File: src/rtl/param_pkg.sv
// param_pkg: shared address map, control bit indices and loader state encoding.
package param_pkg;
    localparam int ADDR_CTRL    = 0;
    localparam int ADDR_MAXX_LO = 1;
    localparam int ADDR_MAXX_HI = 2;
    localparam int ADDR_MAXY_LO = 3;
    localparam int ADDR_MAXY_HI = 4;
    localparam int ADDR_KSIZE   = 5;
    localparam int ADDR_SIGMA   = 6;
    localparam int ADDR_RSVD    = 7;
    localparam int START_BIT    = 0;
    localparam int DONE_BIT     = 1;
    typedef enum logic [2:0] {IDLE, LOAD, ARM, POLL_WAIT, POLL_RD, POLL_CHK, CLEAR} state_t;
endpackage

File: src/rtl/poll_timer.sv
// poll_timer: saturating up-counter; tc flags the enabled cycle whose increment reaches MAX.
module poll_timer #(
    parameter int MAX = 16
) (
    input  logic clk,
    input  logic rst,
    input  logic load,
    input  logic en,
    output logic tc
);
    localparam int W = $clog2(MAX + 1);
    logic [W-1:0] cnt;
    always_ff @(posedge clk)
        if (rst || load) cnt <= '0;
        else if (en && cnt != W'(MAX)) cnt <= cnt + 1'b1;
    assign tc = en && cnt == W'(MAX - 1);
endmodule

File: src/rtl/param_loader.sv
// param_loader: streams host param bytes into the param SRAM, arms CTRL.START,
// polls CTRL.DONE with a timeout, then clears CTRL.
module param_loader
    import param_pkg::*;
#(
    parameter int NUM_PARAMS     = 8,
    parameter int BIT_DEPTH      = 8,
    parameter int POLL_INTERVAL  = 16,
    parameter int TIMEOUT_CYCLES = 65535
) (
    input  logic                          clk,
    input  logic                          rst,
    input  logic                          start,
    input  logic                          s_valid,
    output logic                          s_ready,
    input  logic [BIT_DEPTH-1:0]          s_data,
    output logic [$clog2(NUM_PARAMS)-1:0] addr_write_params,
    output logic                          wen_params,
    output logic [BIT_DEPTH-1:0]          wdat_params,
    output logic [$clog2(NUM_PARAMS)-1:0] addr_params,
    output logic                          ren_params,
    input  logic [BIT_DEPTH-1:0]          rdat_params,
    output logic                          busy,
    output logic                          done,
    output logic                          timeout
);
    localparam int AW = $clog2(NUM_PARAMS);
    state_t       state;
    logic [AW-1:0] idx;
    logic         cause_done;
    logic         beat, poll_tc, tmo_tc, rd_done, unused_rdat;

    poll_timer #(.MAX(POLL_INTERVAL)) u_poll (
        .clk(clk), .rst(rst), .load(state != POLL_WAIT), .en(state == POLL_WAIT), .tc(poll_tc)
    );
    poll_timer #(.MAX(TIMEOUT_CYCLES)) u_tmo (
        .clk(clk), .rst(rst), .load(state == ARM),
        .en(state == POLL_WAIT || state == POLL_RD || state == POLL_CHK), .tc(tmo_tc)
    );

    assign rd_done     = rdat_params[DONE_BIT];
    assign unused_rdat = ^rdat_params;

    always_ff @(posedge clk)
        if (rst) begin
            state      <= IDLE;
            idx        <= AW'(1);
            cause_done <= 1'b0;
        end else begin
            case (state)
                IDLE:      if (start) begin
                               state <= LOAD;
                               idx   <= AW'(1);
                           end
                LOAD:      if (s_valid) begin
                               idx <= idx + 1'b1;
                               if (idx == AW'(NUM_PARAMS - 1)) state <= ARM;
                           end
                ARM:       state <= POLL_WAIT;
                POLL_WAIT: if (tmo_tc) begin
                               state      <= CLEAR;
                               cause_done <= 1'b0;
                           end else if (poll_tc) state <= POLL_RD;
                POLL_RD:   if (tmo_tc) begin
                               state      <= CLEAR;
                               cause_done <= 1'b0;
                           end else state <= POLL_CHK;
                // DONE seen on the same cycle the timeout expires still counts as done
                POLL_CHK:  if (rd_done || tmo_tc) begin
                               state      <= CLEAR;
                               cause_done <= rd_done;
                           end else state <= POLL_WAIT;
                default:   state <= IDLE;
            endcase
        end

    // Gating with rst keeps a reset cycle from leaking a write into the SRAM
    assign beat              = !rst && state == LOAD && s_valid;
    assign s_ready           = !rst && state == LOAD;
    assign busy              = !rst && state != IDLE;
    assign wen_params        = beat || (!rst && (state == ARM || state == CLEAR));
    assign addr_write_params = beat ? idx : AW'(ADDR_CTRL);
    assign wdat_params       = beat ? s_data : (!rst && state == ARM) ? BIT_DEPTH'(1 << START_BIT) : '0;
    assign ren_params        = !rst && state == POLL_RD;
    assign addr_params       = AW'(ADDR_CTRL);
    assign done              = !rst && state == CLEAR && cause_done;
    assign timeout           = !rst && state == CLEAR && !cause_done;
endmodule

File: config.mk
export PLATFORM = sky130hd
export DESIGN_NAME = param_loader
export DESIGN_NICKNAME = d
export VERILOG_FILES = /design/src/rtl/param_pkg.sv /design/src/rtl/poll_timer.sv /design/src/rtl/param_loader.sv
export SDC_FILE = /design/constraint.sdc
export NUM_CORES = 1
export LEC_CHECK = 0
export CAP_MARGIN = 20
export CORE_ASPECT_RATIO = 0.9
export CORE_UTILIZATION = 40
export DETAILED_ROUTE_END_ITERATION = 8
export GPL_ROUTABILITY_DRIVEN = 0
export PLACE_DENSITY_LB_ADDON = 0.15
export SLEW_MARGIN = 20
export SYNTH_ARGS = -nofsm -noshare
export SYNTH_HDL_FRONTEND = slang
export SYNTH_SLANG_ARGS = --single-unit
File: constraint.sdc
create_clock -name clk -period 2.4 [get_ports clk]
set_input_delay 0.48 -clock clk [delete_from_list [all_inputs] [get_ports clk]]
set_output_delay 0.48 -clock clk [all_outputs]
set_load 0.02 [all_outputs]
==> results of run 1 <==
-- cell type report --
cell class	count	area (um2)	area share (%)
Multi-Input combinational cell	169	1160	50.88
Sequential cell	28	560.5	24.59
Timing Repair Buffer	44	386.6	16.96
Tap cell	60	75.07	3.293
Clock buffer	3	41.29	1.811
Clock inverter	1	30.03	1.317
Inverter	7	26.28	1.153
-- registers in the layout, summed over array words and instances, names as in the netlist --
register and cells:
cause_done 1, u_tmo.cnt 16, state 3, idx 3, u_poll.cnt 5
-- cell usage after synthesis, types with 2 or more instances --
cell type	count
sky130_fd_sc_hd__mux2i_1	6
sky130_fd_sc_hd__and3_1	12
sky130_fd_sc_hd__clkbuf_1	8
sky130_fd_sc_hd__buf_4	6
sky130_fd_sc_hd__nand2b_1	6
sky130_fd_sc_hd__a21o_1	3
sky130_fd_sc_hd__inv_1	7
sky130_fd_sc_hd__ha_1	7
sky130_fd_sc_hd__nor2_1	12
sky130_fd_sc_hd__and4_1	2
sky130_fd_sc_hd__a21oi_1	17
sky130_fd_sc_hd__a2111oi_0	2
sky130_fd_sc_hd__nor3b_1	2
sky130_fd_sc_hd__o31ai_1	8
sky130_fd_sc_hd__o21a_1	2
sky130_fd_sc_hd__o21ai_0	7
sky130_fd_sc_hd__a211oi_1	3
sky130_fd_sc_hd__or4_1	9
sky130_fd_sc_hd__nand3_1	11
sky130_fd_sc_hd__nor2b_1	2
sky130_fd_sc_hd__dfxtp_1	28
sky130_fd_sc_hd__nor3_1	5
sky130_fd_sc_hd__nor4b_1	3
sky130_fd_sc_hd__or3_1	4
sky130_fd_sc_hd__nand4_1	3
sky130_fd_sc_hd__nand2_1	14
-- per-layer routing --
metal  wire (um)  vias up  GRT usage, %
met5           0        -             0
met4          26        0         3.676
met3         202        2         4.268
met2        1685       28         29.51
met1        2049      767         23.17
li1            -      886             -
-- critical path, stage by stage --
cell	delay (ps)
sky130_fd_sc_hd__clkdlybuf4s50_1	450
sky130_fd_sc_hd__buf_4	180
sky130_fd_sc_hd__nor2_1	100
sky130_fd_sc_hd__clkdlybuf4s50_1	600
-- worst paths after layout --
path	to	cells after the start
hold reg to reg	idx[1]	2
hold / removal	idx[1]	2
setup / recovery	busy	4
setup reg to reg	u_tmo.cnt[7]	5
-- cells by family after synthesis --
group,share of synthesized area (%)
and+or+nand+nor,31.67
xor gates and xnor gates,0.4799
adders and majority gates,4.798
other,0.2054
muxes,3.907
AOI/OAI and AO/OA,21.80
buffers and inverters,6.443
DFF,30.71
-- power by group through the flow --
stage	combinational (mW)	sequential, mW	clock, mW
final	0.106	0.471	0.374
after global routing	0.118	0.472	0.402
after CTS	0.107	0.471	0.385
after detailed placement	0.111	0.482	0
after global placement	0.110	0.482	0
after floorplan	0.0620	0.481	0
-- metrics by stage --
| step | setup TNS, ps | power [mW] | hold WS [ps] |
|---|---|---|---|
| 3_3_place_gp | -995.5 | 0.5919 | 475.3 |
| 2_1_floorplan | 0 | 0.5428 | 451.9 |
| 5_1_grt | 0 | 0.9918 | 517.9 |
| 6_report | 0 | 0.9509 | 493.7 |
| 4_1_cts | 0 | 0.9629 | 493.3 |
| 3_5_place_dp | -1258 | 0.5923 | 478.8 |
-- what timing repair did --
item | 4_1_cts | 5_1_grt
endpoints found under the setup margin | 15 | 1
pin swaps | 0 | 0
resized for setup | 16 | 1
-- placed cells by master, fill, tap and decap left out, types with 2 or more instances in the layout --
master / n
sky130_fd_sc_hd__a2111oi_0: 2
sky130_fd_sc_hd__a211oi_1: 3
sky130_fd_sc_hd__a21o_1: 3
sky130_fd_sc_hd__a21oi_1: 17
sky130_fd_sc_hd__and3_1: 12
sky130_fd_sc_hd__and4_1: 2
sky130_fd_sc_hd__buf_4: 15
sky130_fd_sc_hd__clkbuf_8: 3
sky130_fd_sc_hd__clkdlybuf4s50_1: 13
sky130_fd_sc_hd__conb_1: 3
sky130_fd_sc_hd__dfxtp_1: 28
sky130_fd_sc_hd__dlygate4sd2_1: 15
sky130_fd_sc_hd__ha_1: 7
sky130_fd_sc_hd__inv_1: 7
sky130_fd_sc_hd__mux2i_1: 6
sky130_fd_sc_hd__nand2_1: 14
sky130_fd_sc_hd__nand2b_1: 6
sky130_fd_sc_hd__nand3_1: 11
sky130_fd_sc_hd__nand4_1: 3
sky130_fd_sc_hd__nor2_1: 12
sky130_fd_sc_hd__nor2b_1: 2
sky130_fd_sc_hd__nor3_1: 5
sky130_fd_sc_hd__nor4b_1: 3
sky130_fd_sc_hd__o21a_1: 2
sky130_fd_sc_hd__o21ai_0: 7
sky130_fd_sc_hd__o31ai_1: 8
sky130_fd_sc_hd__or3_1: 4
sky130_fd_sc_hd__or4_1: 9
==> results_tabular.tex, run 1 <==
\begin{tabular}{lr}
\hline
Metric & Value \\
\hline
\multicolumn{2}{l}{\textbf{Pwr}} \\
\quad Part of the total power dissipated in combinational logic & between 10 and 15\% \\
\quad Clock power share & about two fifths \\
\quad Sequential Power Share & $\sim$50\% \\
\quad Ratio of total power to cell area & between 400 and 500 nW/um2 \\
\quad Worst ir drop on vdd & 0.3103 mV \\
\quad Switching share of total power & about 22\% \\
\quad Switching power of the nets & just over 200 uW \\
\quad Internal cell power & 745.8 uW \\
\quad Static Leakage & a little over 0.9 nW \\
\multicolumn{2}{l}{\textbf{CTS}} \\
\quad Hold-fix buffers, CTS & 0 \\
\quad Number of buffers added for setup after CTS & 0 \\
\quad CTS tree & built \\
\quad Number of clock buffers inserted by TritonCTS & 3 \\
\quad Clock transition time at the flip-flop clock pins of the worst setup and hold paths & $\sim$100 ps \\
\quad Max Root-Sink Buffers & 2 \\
\quad Clock network latency to the later pin of the worst-skew pair & about 280 ps \\
\quad H-tree depth reported by CTS & 1 \\
\quad Root Buffer & sky130\_fd\_sc\_hd\_\_clkbuf\_8 \\
\quad Clock sink count & 28 \\
\multicolumn{2}{l}{\textbf{Logic synthesis}} \\
\quad Synthesized netlist cell count & 218 \\
\quad Synth Area per Inst & between 8 and 9 um2 \\
\quad Sequential cell area fraction in the yosys report & a little under a third \\
\quad Flip-flop and latch count after synthesis & 28 \\
\quad Synth cell types & 55 \\
\quad Dominant register cell in the synthesized netlist & sky130\_fd\_sc\_hd\_\_dfxtp\_1 \\
\quad Fraction of post-synthesis cell area in the top cell type by area & about 31\% \\
\quad Cell taking the most area after synthesis & sky130\_fd\_sc\_hd\_\_dfxtp\_1 \\
\quad Top area cells in the synthesized netlist & sky130\_fd\_sc\_hd\_\_dfxtp\_1 31\%, sky130\_fd\_sc\_hd\_\_ha\_1 4.8\%, sky130\_fd\_sc\_hd\_\_a21oi\_1 4.7\% \\
\quad Netlist Area Pre-Place & 1826 um2 \\
\quad Count of warnings emitted by yosys & 0 \\
\quad Post-synth ARST share & 0\% \\
\quad Number of flops mapped to enable cells by yosys & 0 \\
\multicolumn{2}{l}{\textbf{Worst setup path}} \\
\quad Critical setup path kind & in -> out \\
\quad RR Startpoint & state[1] \\
\quad Crit start category & input pin \\
\quad CP startpoint & rst \\
\quad Data arrival, critical path & roughly 1800 ps \\
\quad Data required time of the worst path & around 1900 ps \\
\quad Register-to-register setup slack & approximately 350 ps \\
\quad Crit path capture type & output port \\
\quad Biggest fanout along the worst timing path & 8 \\
\multicolumn{2}{l}{\textbf{Floorplan}} \\
\quad Number of cell rows & 22 \\
\quad Die span in y & approximately 66 um \\
\quad Number of ports placed on the die boundary & 40 \\
\quad Core ar. & between 4000 and 5000 um2 \\
\quad Die X & approximately 73 um \\
\quad Initial cell density of the core & between 40\% and 50\% \\
\quad Die footprint & slightly below 5000 um2 \\
\multicolumn{2}{l}{\textbf{Detailed routing}} \\
\quad Wire length reported by the detailed router & $\sim$4.0 mm \\
\quad Routed wire length per instance & about 13 um \\
\quad Number of violations reported at the end of detailed-routing iteration 0 & between 60 and 70 \\
\quad Antenna violation net count after detailed routing & 0 \\
\quad Number of detailed-route iterations in the first pass & 4 \\
\quad Via density per instance & roughly 5.4 \\
\quad Total number of vias & 1,683 \\
\quad Detailed-route DRC error count & 0 \\
\multicolumn{2}{l}{\textbf{STA}} \\
\quad Remaining max-slew budget at the tightest pin & around 61\% \\
\quad Final slew viol count & 0 \\
\quad Least setup slack across all paths after layout & $\sim$110 ps \\
\quad Clock period minus worst slack & 2292 ps \\
\quad RSZ-0062 raised after global routing & no \\
\quad Transition time at the pin with the least slew margin & 566.7 ps \\
\quad Final Hold Violating Endpoints & 0 \\
\quad Total of endpoints with negative setup slack in the final report & 0 \\
\quad Highest clock frequency the design can meet & between 400 and 500 MHz \\
\quad Clock skew & 8.396 ps \\
\quad Post-route clock period utilization & 95.50\% \\
\multicolumn{2}{l}{\textbf{Placement}} \\
\quad Place WS & -144.9 ps \\
\quad Detailed placer's ending HPWL & 2.977 mm \\
\quad Number of instances in the placed design & roughly 310 \\
\quad Placed inst area & 2220 um2 \\
\quad Port bufs & 29 \\
\multicolumn{2}{l}{\textbf{Outcome}} \\
\quad Outcome & complete, no violations \\
\multicolumn{2}{l}{\textbf{Global route}} \\
\quad Number of global-route vias before repair & 1,533 \\
\quad Pin count of the biggest net entering global routing & 19 \\
\quad Global-route wire length before repair & 6.872 mm \\
\quad Overall Global Routing Usage & between 10\% and 20\% \\
\quad Remaining global-route overflow & 0 \\
\quad Number of antenna violations at the first check in global routing & 0 \\
\multicolumn{2}{l}{\textbf{Run}} \\
\quad Max-cap viol count & 0 \\
\multicolumn{2}{l}{\textbf{Hold path}} \\
\quad Classification of the worst-slack hold path & reg -> reg \\
\quad Hold wc startpoint & idx[1] \\
\multicolumn{2}{l}{\textbf{Finish}} \\
\quad Number of nets in the finished design & 280 \\
\quad Fraction of layout cells with a size suffix above 1 & 11.11\% \\
\quad Filler instances & slightly above 400 \\
\quad Antenna diode count & 0 \\
\quad Layout area overhead & 24.88\% \\
\quad Post-layout instance count excluding filler cells & $\sim$310 \\
\quad Final Core Density & a little over half \\
\quad Finished layout cell area & roughly 2300 um2 \\
\hline
\end{tabular}
Note: power is estimated with default switching activity, not from simulation.
==> inputs of run 2 (changes only) <==
Settings changed: ABC_AREA set to 1, PLACE_DENSITY set to 0.71, PLACE_DENSITY_LB_ADDON 0.15 to not set, TNS_END_PERCENT set to 5.
==> run 2 against run 1 <==
  * Combinational power rose to 5.2 times the previous value
  * Setup slack got worse by 54 ps
  * Non-clock buffer count fell by 7
  * Power rose by 44%
  * Core utilization fell by 2.9 points
==> results_tabular.tex, run 2 <==
\begin{tabular}{lr}
\hline
Metric & Value \\
\hline
\multicolumn{2}{l}{\textbf{Pwr}} \\
\quad Worst ir drop on vdd & 0.2281 mV (was 0.3103 mV) \\
\quad Ratio of total power to cell area & 589.5 nW/um2 (was 417.1 nW/um2) \\
\quad Final Power & 1.372 mW (was 950.9 uW) \\
\quad Sequential Power Share & 38.2\% (was 49.5\%) \\
\quad Clock power share & 21.9\% (was 39.3\%) \\
\quad Static Leakage & 1.035 nW (was 0.9230 nW) \\
\quad Switching share of total power & 38.04\% (was 21.57\%) \\
\quad Internal cell power & 849.9 uW (was 745.8 uW) \\
\quad Part of the total power dissipated in combinational logic & 39.9\% (was 11.2\%) \\
\quad Switching power of the nets & 521.9 uW (was 205.1 uW) \\
\multicolumn{2}{l}{\textbf{Detailed routing}} \\
\quad Antenna violation net count after detailed routing & 0 (unchanged) \\
\quad Wire length reported by the detailed router & 3.976 mm (was 3.963 mm) \\
\quad Routed wire length per instance & 10.44 um (was 12.70 um) \\
\quad Via density per instance & 4.646 (was 5.394) \\
\quad Number of detailed-route iterations in the first pass & 4 (unchanged) \\
\quad Total number of vias & 1,770 (was 1,683) \\
\quad Detailed-route DRC error count & 0 (unchanged) \\
\quad Number of violations reported at the end of detailed-routing iteration 0 & 55 (was 61) \\
\multicolumn{2}{l}{\textbf{Worst setup path}} \\
\quad CP Cell Sequence & clkdlybuf4s50\_1, nor2\_2, buf\_4, clkdlybuf4s50\_1 (was clkdlybuf4s50\_1, buf\_4, nor2\_1, clkdlybuf4s50\_1) \\
\quad Crit path largest cell delay & 600 ps (about the same) \\
\quad Critical setup path kind & in -> out (unchanged) \\
\quad Biggest fanout along the worst timing path & 4 (was 8) \\
\quad Crit-path slowest cell & sky130\_fd\_sc\_hd\_\_clkdlybuf4s50\_1 (unchanged) \\
\quad CP Buf/Inv Count & 3 (unchanged) \\
\quad Kind of cell adding the most delay to the critical path & buffers and inverters (unchanged) \\
\quad Cell seen most often among critical-path stages & sky130\_fd\_sc\_hd\_\_clkdlybuf4s50\_1 (unchanged) \\
\quad Crit start category & input pin (unchanged) \\
\quad Crit path capture type & output port (unchanged) \\
\quad Data arrival, critical path & 1870 ps (was 1810 ps) \\
\quad Data required time of the worst path & 1920 ps (about the same) \\
\multicolumn{2}{l}{\textbf{Global route}} \\
\quad Overall Global Routing Usage & 17.46\% (was 17.75\%) \\
\quad Remaining global-route overflow & 0 (unchanged) \\
\quad Number of global-route vias before repair & 1,552 (was 1,533) \\
\quad Global-route wire length before repair & 6.879 mm (was 6.872 mm) \\
\quad Pin count of the biggest net entering global routing & 20 (was 19) \\
\quad Number of antenna violations at the first check in global routing & 0 (unchanged) \\
\multicolumn{2}{l}{\textbf{Floorplan}} \\
\quad Initial cell density of the core & 42.43\% (was 43.35\%) \\
\quad Die footprint & 5105 um2 (was 4838 um2) \\
\quad Core ar. & 4547 um2 (was 4212 um2) \\
\quad Die span in y & 67.89 um (was 66.09 um) \\
\quad Number of ports placed on the die boundary & 40 (unchanged) \\
\quad Die X & 75.21 um (was 73.21 um) \\
\quad Number of cell rows & 23 (was 22) \\
\multicolumn{2}{l}{\textbf{Logic synthesis}} \\
\quad Dominant register cell in the synthesized netlist & sky130\_fd\_sc\_hd\_\_dfxtp\_1 (unchanged) \\
\quad Netlist Area Pre-Place & 1929 um2 (was 1826 um2) \\
\quad Sequential cell area fraction in the yosys report & 29.05\% (was 30.71\%) \\
\quad Most numerous cell in the Yosys netlist & sky130\_fd\_sc\_hd\_\_nand2\_1 (was sky130\_fd\_sc\_hd\_\_dfxtp\_1) \\
\quad Post-synth ARST share & 0\% (unchanged) \\
\quad Adder and majority cell fraction of the synthesized area & 4.540\% (was 4.798\%) \\
\quad Portion of netlist area occupied by mux cells & 0\% (was 3.907\%) \\
\quad Dominant combinational cell family by area after synthesis & simple AND/OR/NAND/NOR gates (unchanged) \\
\quad Count of warnings emitted by yosys & 0 (unchanged) \\
\quad Flip-flop and latch count after synthesis & 28 (unchanged) \\
\quad Synth Area per Inst & 6.746 um2 (was 8.374 um2) \\
\quad Cell taking the most area after synthesis & sky130\_fd\_sc\_hd\_\_dfxtp\_1 (unchanged) \\
\quad Number of flops mapped to enable cells by yosys & 0 (unchanged) \\
\quad Share of the synthesized netlist area taken by xor and xnor gates & 3.178\% (was 0.4798\%) \\
\quad Fraction of post-synthesis cell area in the top cell type by area & 29.05\% (was 30.71\%) \\
\quad Top area cells in the synthesized netlist & sky130\_fd\_sc\_hd\_\_dfxtp\_1 29\%, sky130\_fd\_sc\_hd\_\_nand2\_1 13\%, sky130\_fd\_sc\_hd\_\_inv\_1 7.8\% (was sky130\_fd\_sc\_hd\_\_dfxtp\_1 31\%, sky130\_fd\_sc\_hd\_\_ha\_1 4.8\%, sky130\_fd\_sc\_hd\_\_a21oi\_1 4.7\%) \\
\quad Simple-gate portion of the synthesized area & 37.35\% (was 31.67\%) \\
\quad Synthesized netlist cell count & 286 (was 218) \\
\quad Synth cell types & 36 (was 55) \\
\quad Post-synth top cells & 65 x sky130\_fd\_sc\_hd\_\_nand2\_1, 40 x sky130\_fd\_sc\_hd\_\_inv\_1, 39 x sky130\_fd\_sc\_hd\_\_nor2\_1, 28 x sky130\_fd\_sc\_hd\_\_dfxtp\_1, 14 x sky130\_fd\_sc\_hd\_\_nand3\_1 (was 28 x sky130\_fd\_sc\_hd\_\_dfxtp\_1, 17 x sky130\_fd\_sc\_hd\_\_a21oi\_1, 14 x sky130\_fd\_sc\_hd\_\_nand2\_1, 12 x sky130\_fd\_sc\_hd\_\_and3\_1, 12 x sky130\_fd\_sc\_hd\_\_nor2\_1) \\
\quad Compound-Gate Fraction of Synth Area & 12.84\% (was 21.80\%) \\
\multicolumn{2}{l}{\textbf{Outcome}} \\
\quad Outcome & complete, no violations (unchanged) \\
\multicolumn{2}{l}{\textbf{Hold path}} \\
\quad Classification of the worst-slack hold path & reg -> reg (unchanged) \\
\multicolumn{2}{l}{\textbf{STA}} \\
\quad Post-route clock period utilization & 97.73\% (was 95.50\%) \\
\quad Final hold slack & 481.5 ps (was 493.7 ps) \\
\quad RSZ-0062 raised after global routing & no (unchanged) \\
\quad Clock skew & 1.743 ps (was 8.396 ps) \\
\quad Clock period minus worst slack & 2346 ps (was 2292 ps) \\
\quad Highest clock frequency the design can meet & 426.3 MHz (was 436.3 MHz) \\
\quad Remaining max-slew budget at the tightest pin & 61.96\% (was 61.24\%) \\
\quad Transition time at the pin with the least slew margin & 570.0 ps (was 566.7 ps) \\
\quad Final Hold Violating Endpoints & 0 (unchanged) \\
\quad Least setup slack across all paths after layout & 54.37 ps (was 108.0 ps) \\
\quad Total of endpoints with negative setup slack in the final report & 0 (unchanged) \\
\quad Final slew viol count & 0 (unchanged) \\
\multicolumn{2}{l}{\textbf{Run}} \\
\quad Max-cap viol count & 0 (unchanged) \\
\multicolumn{2}{l}{\textbf{CTS}} \\
\quad Clock network latency to the later pin of the worst-skew pair & 280 ps (about the same) \\
\quad CTS tree & built (unchanged) \\
\quad Max Root-Sink Buffers & 2 (unchanged) \\
\quad Number of clock buffers inserted by TritonCTS & 3 (unchanged) \\
\quad Clock transition time at the flip-flop clock pins of the worst setup and hold paths & 100 ps (about the same) \\
\quad Root Buffer & sky130\_fd\_sc\_hd\_\_clkbuf\_8 (unchanged) \\
\quad Clock sink count & 28 (unchanged) \\
\quad H-tree depth reported by CTS & 1 (unchanged) \\
\multicolumn{2}{l}{\textbf{Placement}} \\
\quad Place WS & -215.5 ps (was -144.9 ps) \\
\quad Detailed placer's ending HPWL & 3.058 mm (was 2.977 mm) \\
\quad Port bufs & 29 (unchanged) \\
\quad Placed inst area & 2285 um2 (was 2220 um2) \\
\quad Number of instances in the placed design & 377 (was 308) \\
\multicolumn{2}{l}{\textbf{Finish}} \\
\quad Layout area overhead & 20.62\% (was 24.88\%) \\
\quad Max reg flops & 16 (unchanged) \\
\quad Finished layout cell area & 2327 um2 (was 2280 um2) \\
\quad Biggest registers after layout & u\_tmo.cnt x16, u\_poll.cnt x5 (unchanged) \\
\quad Filler instances & 496 (was 409) \\
\quad Register name with the most flops & u\_tmo.cnt (unchanged) \\
\quad Highest-count cells in the layout ignoring fill and taps & 64 x sky130\_fd\_sc\_hd\_\_nand2\_1, 40 x sky130\_fd\_sc\_hd\_\_inv\_1, 39 x sky130\_fd\_sc\_hd\_\_nor2\_1 (was 28 x sky130\_fd\_sc\_hd\_\_dfxtp\_1, 17 x sky130\_fd\_sc\_hd\_\_a21oi\_1, 15 x sky130\_fd\_sc\_hd\_\_dlygate4sd2\_1, 15 x sky130\_fd\_sc\_hd\_\_buf\_4, 14 x sky130\_fd\_sc\_hd\_\_nand2\_1) \\
\quad Antenna diode count & 0 (unchanged) \\
\quad Post-layout instance count excluding filler cells & 381 (was 312) \\
\quad Fraction of layout cells with a size suffix above 1 & 15.67\% (was 11.11\%) \\
\quad Most common cell after layout, fill and taps aside & sky130\_fd\_sc\_hd\_\_nand2\_1 (was sky130\_fd\_sc\_hd\_\_dfxtp\_1) \\
\quad Number of nets in the finished design & 347 (was 280) \\
\hline
\end{tabular}
[run 2: cell types whose count changed after synthesis, sizes merged, moves of 6 or more]
cell    before  now
o31ai        8    0
mux2i        6    0
clkbuf       8    1
and3        12    0
inv          7   43
nand2b       6    0
nand3       11   17
a21oi       17   24
nand2       14   77
or4          9    0
nor2        12   44
[run 2: kinds of logic (layout without fill, tap and decap cells)]
logic type	Yosys count	in the layout
XOR/XNOR	7	7
AO/OA/AOI/OAI	37	37
flip-flops	28	28
adder cells (fa/ha/maj)	7	7
buffers and inverters	54	85
other	1	3
AND/OR/NAND/NOR	152	152
[run 2: final cells by class]
type / instances / area, um2 / area share, %
clock buffer: 4 / 55.05 / 2.366
timing repair buffer: 37 / 335.3 / 14.41
multi-input combinational: 206 / 1131 / 48.60
sequential: 28 / 560.5 / 24.09
tap: 62 / 77.57 / 3.333
inverter: 44 / 167.7 / 7.204
[run 2: power groups by stage]
stage | logic, mW | clock network [mW] | registers [mW]
detailed placement | 0.560 | 0 | 0.534
global placement | 0.556 | 0 | 0.533
floorplan | 0.400 | 0 | 0.540
finish | 0.548 | 0.300 | 0.524
global route | 0.604 | 0.328 | 0.530
CTS | 0.551 | 0.313 | 0.524
[run 2: final timing paths]
check                     from           end  slack, ps  depth (start not counted)
hold reg to reg         idx[1]        idx[1]        480                          2
setup / recovery           rst       s_ready         50                          4
hold / removal          idx[1]        idx[1]        480                          2
setup reg to reg  u_tmo.cnt[1]  u_tmo.cnt[3]        610                          9
[run 2: worst register-to-register path, cell delays in order, from the launching register on]
cell,delay (ps)
sky130_fd_sc_hd__dfxtp_1,390
sky130_fd_sc_hd__ha_1,240
sky130_fd_sc_hd__nand3_2,160
sky130_fd_sc_hd__nor3_4,190
sky130_fd_sc_hd__nand3_2,110
sky130_fd_sc_hd__nand2_4,240
sky130_fd_sc_hd__inv_4,130
sky130_fd_sc_hd__nand2_1,90
sky130_fd_sc_hd__nand2_1,50
sky130_fd_sc_hd__a21oi_1,120
[run 2: through the flow]
stage | utilization (%) | TNS [ps]
floorplan | - | 0
finish | 51.18 | 0
global route | 51.18 | 0
detailed placement | 50.25 | -2337
CTS | 51.13 | 0
global placement | 50.25 | -2097
[run 2: timing repair]
item                                   CTS  global route
buffers inserted                         0             0
endpoints found under the hold margin    0             0
hold buffers                             0             0
setup endpoints to repair               14             1
gates resized for setup                 15             1
[run 2: routing by layer]
layer / vias to the layer above / global-route usage [%] / part of all wire [%]
met5: - / 0 / 0
met4: 0 / 5.556 / 1.3
met3: 5 / 2.651 / 1.3
met2: 10 / 28.27 / 44
met1: 800 / 23.94 / 53
li1: 955 / - / -
